<file path="config.mk">
export PLATFORM = sky130hd
export DESIGN_NAME = store_commit_queue
export DESIGN_NICKNAME = d
export VERILOG_FILES = /design/src/rtl/store_commit_queue.sv
export SDC_FILE = /design/constraint.sdc
export NUM_CORES = 2
export LEC_CHECK = 0
export CORE_UTILIZATION = 42
export CTS_CLUSTER_DIAMETER = 50
export DETAILED_ROUTE_END_ITERATION = 12
export DONT_BUFFER_PORTS = 1
export SLEW_MARGIN = 20
export SYNTH_ARGS = -nofsm -noshare
export SYNTH_HDL_FRONTEND = slang
export SYNTH_SLANG_ARGS = --single-unit
export TNS_END_PERCENT = 30
</file>
<file path="constraint.sdc">
create_clock -name clk -period 21.2 [get_ports clk]
set_input_delay 5.3 -clock clk [delete_from_list [all_inputs] [get_ports clk]]
set_output_delay 5.3 -clock clk [all_outputs]
set_load 0.03 [all_outputs]
</file>
<file path="src/rtl/store_commit_queue.sv">
// Store commit queue: buffers retired stores and drains them in program order to the
// data-memory write port, with a word-address load hazard check and a drain handshake.
module store_commit_queue #(
    parameter int unsigned DEPTH  = 8,
    parameter int unsigned ADDR_W = 32
) (
    input  logic                       clk,
    input  logic                       rst,
    input  logic                       push,
    input  logic [ADDR_W-1:0]          push_addr,
    input  logic [31:0]                push_wdata,
    input  logic [3:0]                 push_be,
    output logic                       full,
    output logic                       empty,
    output logic [$clog2(DEPTH):0]     count,
    output logic                       mem_req,
    output logic [ADDR_W-1:0]          mem_addr,
    output logic [31:0]                mem_wdata,
    output logic [3:0]                 mem_be,
    input  logic                       mem_gnt,
    input  logic                       mem_done,
    input  logic [ADDR_W-1:0]          query_addr,
    output logic                       query_hit,
    input  logic                       sync_req,
    output logic                       sync_done
);

    localparam int unsigned PtrW = $clog2(DEPTH);
    localparam int unsigned CntW = PtrW + 1;

    typedef enum logic [1:0] {StIdle, StReq, StWait} state_e;

    state_e              state_q, state_d;
    logic [PtrW-1:0]     head_q, tail_q;
    logic [CntW-1:0]     count_q, count_d;
    logic [DEPTH-1:0]    valid_q;
    logic [ADDR_W-1:0]   addr_q [DEPTH];
    logic [31:0]         data_q [DEPTH];
    logic [3:0]          be_q   [DEPTH];

    logic push_ok;
    logic pop;

    assign full    = (count_q == CntW'(DEPTH));
    assign push_ok = push & ~full;
    assign pop     = ((state_q == StReq) & mem_gnt & mem_done) |
                     ((state_q == StWait) & mem_done);

    always_comb begin
        count_d = count_q;
        if (push_ok && !pop) begin
            count_d = count_q + CntW'(1);
        end else if (!push_ok && pop) begin
            count_d = count_q - CntW'(1);
        end
    end

    // Idle looks at count_d so a store pushed into an empty queue requests one cycle later.
    always_comb begin
        state_d = state_q;
        unique case (state_q)
            StIdle: if (count_d != '0) state_d = StReq;
            StReq: begin
                if (mem_gnt && mem_done) begin
                    state_d = (count_d != '0) ? StReq : StIdle;
                end else if (mem_gnt) begin
                    state_d = StWait;
                end
            end
            StWait: begin
                if (mem_done) state_d = (count_d != '0) ? StReq : StIdle;
            end
            default: state_d = StIdle;
        endcase
    end

    always_ff @(posedge clk or posedge rst) begin
        if (rst) begin
            state_q <= StIdle;
            head_q  <= '0;
            tail_q  <= '0;
            count_q <= '0;
            valid_q <= '0;
            for (int i = 0; i < DEPTH; i++) begin
                addr_q[i] <= '0;
                data_q[i] <= '0;
                be_q[i]   <= '0;
            end
        end else begin
            state_q <= state_d;
            count_q <= count_d;
            if (push_ok) begin
                addr_q[tail_q]  <= push_addr;
                data_q[tail_q]  <= push_wdata;
                be_q[tail_q]    <= push_be;
                valid_q[tail_q] <= 1'b1;
                tail_q          <= tail_q + PtrW'(1);
            end
            if (pop) begin
                valid_q[head_q] <= 1'b0;
                head_q          <= head_q + PtrW'(1);
            end
        end
    end

    assign mem_req   = (state_q == StReq);
    assign mem_addr  = addr_q[head_q];
    assign mem_wdata = data_q[head_q];
    assign mem_be    = be_q[head_q];
    assign count     = count_q;
    assign empty     = (count_q == '0) && (state_q == StIdle);
    assign sync_done = sync_req & empty;

    // The head stays valid through WAIT, so loads still see the in-flight write.
    always_comb begin
        query_hit = 1'b0;
        for (int i = 0; i < DEPTH; i++) begin
            if (valid_q[i] && (addr_q[i][ADDR_W-1:2] == query_addr[ADDR_W-1:2])) begin
                query_hit = 1'b1;
            end
        end
    end

endmodule
</file>
==> reports/metrics.yaml <==
detailed_routing:
  wirelength_mm: 75.8
  drtIter0Drc: 1015
  drc: 25
  ant_nets: 0
  viasPerCell: 5.76
  drt-wirelength-per-cell_um: 27.5
  drt_pre_antenna_iters: 10
  route.vias.total: 15900
clock_network:
  clk_latency_ns: 0.61
  tritoncts: "built"
  clk_pin_slew_ns: 0.05
  post_cts_buffers: 0
  holdBufCountCts: 0
  clock-sinks: 564
  ctsResizeCount: 0
  cts_max_path_buffers: 3
  cts_root_buffer: "clkbuf_16"
  h-tree-depth: 3
  cts_made_buffers: 78
logic_synthesis:
  yosysTopAreaCell: "dfrtp_1"
  syn_avg_cell_area_um2: 15.0
  synth-edff-count: 0
  yosysSeqAreaShare: 0.503
  synth_cell_types: 46
  syn-instance-count: 1866
  synthTopCellsByArea: "dfrtp_1 50%, mux2_2 23%, mux4_2 11%"
  syn_area_mm2: 0.0281
  ys_async_sr_fraction: 1.00
  syn_nets: 1976
  yosys.area.top_type_share: 0.503
  ys_seq_elements: 564
  ys.flop_type: "dfrtp_1"
  ys_warn_count: 0
place:
  io_buffers: 0
  place_hpwl_mm: 48.4
  placed_cell_area_mm2: 0.0287
  gp_congestion: 0.942
worst_setup_path:
  r2r_start: "count[0]$_DFF_PP0_"
  crit_path_end_kind: "primary output"
  critical-path-max-stage-delay_ns: 0.54
  cp-start-kind: "primary input"
  crit_path_frequent_cell: "nand4_1"
  r2r_slack_ns: 17.34
  cp.required_ns: 15.90
  path_class: "primary input to primary output"
  worstPathCellList: "xnor2_1, nand4_1, nor4_1, a22oi_1, nand4_1"
  cp_slowest_cell: "xnor2_1"
  r2r_cells: 8
  cp.arrival_ns: 7.12
  worstPathMaxFanout: 8
  r2r-end: "be_q[4]$_DFFE_PP0P_"
  crit_start: "query_addr[20]"
floorplanning:
  row_count: 94
  die_h_um: 260
  ios: 183
  initial_core_util: 0.425
  die_w_um: 260
  core_area_mm2: 0.0660
  die_area_mm2: 0.0678
worst_hold_path:
  hold_end: "data_q[146]$_DFFE_PP0P_"
  worstHoldPathType: "register to register"
  min_path_cells: 1
  min_from: "data_q[146]$_DFFE_PP0P_"
timing:
  hold_violations: 0
  fin_setup_tns_ns: 0
  worst_pin_slew_ns: 0.994
  finalSetupViolCount: 0
  hold_slack_ns: 0.484
  period_share: 0.586
  slew_headroom: 0.338
  finalMaxSlewViolations: 0
  skew_ns: 0.0233
  rsz0062_at_grt: "false"
  fmax_ghz: 0.0805
  min_period_ns: 12.42
final_layout:
  final_common_cell: "mux2_2"
  n_antenna_cell: 0
  mostFrequentLayoutCells: "575 x mux2_2, 561 x dfrtp_1, 245 x xnor2_1"
  final_layout_size_suffix_gt1_frac: 0.463
  final_area_mm2: 0.0314
  nets: 1945
  area_growth_pct: 11.9
power:
  clockPowerShare: 0.228
  switching_share: 0.367
  combPwrFrac: 0.417
  internal-power_mw: 3.68
  power_density_mw_per_mm2: 185
  p_leak_nw: 12.6
  irDropWorstVdd_v: 0.000124
  seq_power_share: 0.356
  p_sw_mw: 2.14
global_routing:
  grt_pass1_vias: 17200
  overflow: 0
  antenna_found_initial: 1
  grt_max_degree: 198
  grt_pass1_wl_mm: 114
  grt_util_all_layers: 0.229
outcome:
  status: "complete, but fails checks"
  violations: "design-rule violations"
flow_run:
  cap_violations: 0
==> synthesized netlist by cell type, types with 9 or more instances <==
master,instances
nand4_1,58
dfrtp_1,564
nand3_1,11
nor4_1,18
mux2_4,9
mux4_2,136
inv_1,14
mux2_1,28
buf_2,70
buf_6,9
mux2_2,575
nand2_1,17
clkbuf_1,40
xnor2_1,245
==> worst max-delay path: cells and delay by family <==
family / cells / cell delay, ns
AOI/OAI and AO/OA: 1 / 0.16
xor gates and xnor gates: 1 / 0.54
and+or+nand+nor: 3 / 1.11
==> power by group through the flow <==
stage               clock network [mW]  registers (mW)  logic (mW)
floorplan                            0            1.91        2.01
global placement                     0            2.05        2.41
detailed placement                   0            2.09        2.45
CTS                               1.35            2.07        2.46
global route                      1.41            2.15        2.56
finish                            1.32            2.07        2.42
==> registers in the layout, summed over array words and instances (netlist names) <==
signal   cells
addr_q     256
be_q        32
count        4
data_q     256
head_q       3
state_q      2
tail_q       3
valid_q      8
==> cells by family after synthesis <==
kind of cell	synth area share
compound gates	0.00669
xor+xnor	0.0765
fa+ha+maj	0.00250
buf+inv	0.0252
flops	0.503
mux	0.356
simple gates	0.0296
==> layer usage <==
layer  global-route usage  wire, µm  up-vias
li1                     -         -     6836
met1                0.286     30600     8497
met2                0.376     36900      416
met3               0.0624      5370      139
met4               0.0942      2890        2
met5                    0        10        -
==> stage by stage <==
stage / utilization / cells / setup WS (ns) / power (mW)
2_1_floorplan: - / 1866 / 0.126 / 3.92
3_3_place_gp: 0.435 / 2618 / 8.87 / 4.46
3_5_place_dp: 0.435 / 2618 / 8.87 / 4.53
4_1_cts: 0.475 / 2760 / 8.86 / 5.88
5_1_grt: 0.476 / 2761 / 8.80 / 6.11
6_report: 0.476 / 2761 / 8.78 / 5.81
==> worst max-delay path by stage <==
stage	end	slack, ns	depth (start not counted)
global placement	query_hit	8.87	5
floorplan	addr_q[0]$_DFFE_PP0P_	0.13	1
CTS	query_hit	8.86	5
finish	query_hit	8.78	5
global route	query_hit	8.80	5
detailed placement	query_hit	8.87	5
==> final cells by class <==
| cell class | count | area, µm² |
|---|---|---|
| fillers | 5676 | 34600 |
| flip-flops and latches | 564 | 14100 |
| multi-input cells | 1159 | 13300 |
| clock buffers | 111 | 2280 |
| well taps | 864 | 1080 |
| clock inverters | 31 | 383 |
| repair buffers | 18 | 196 |
| inverters | 14 | 60.1 |
Power figures use the tool's default switching activity.
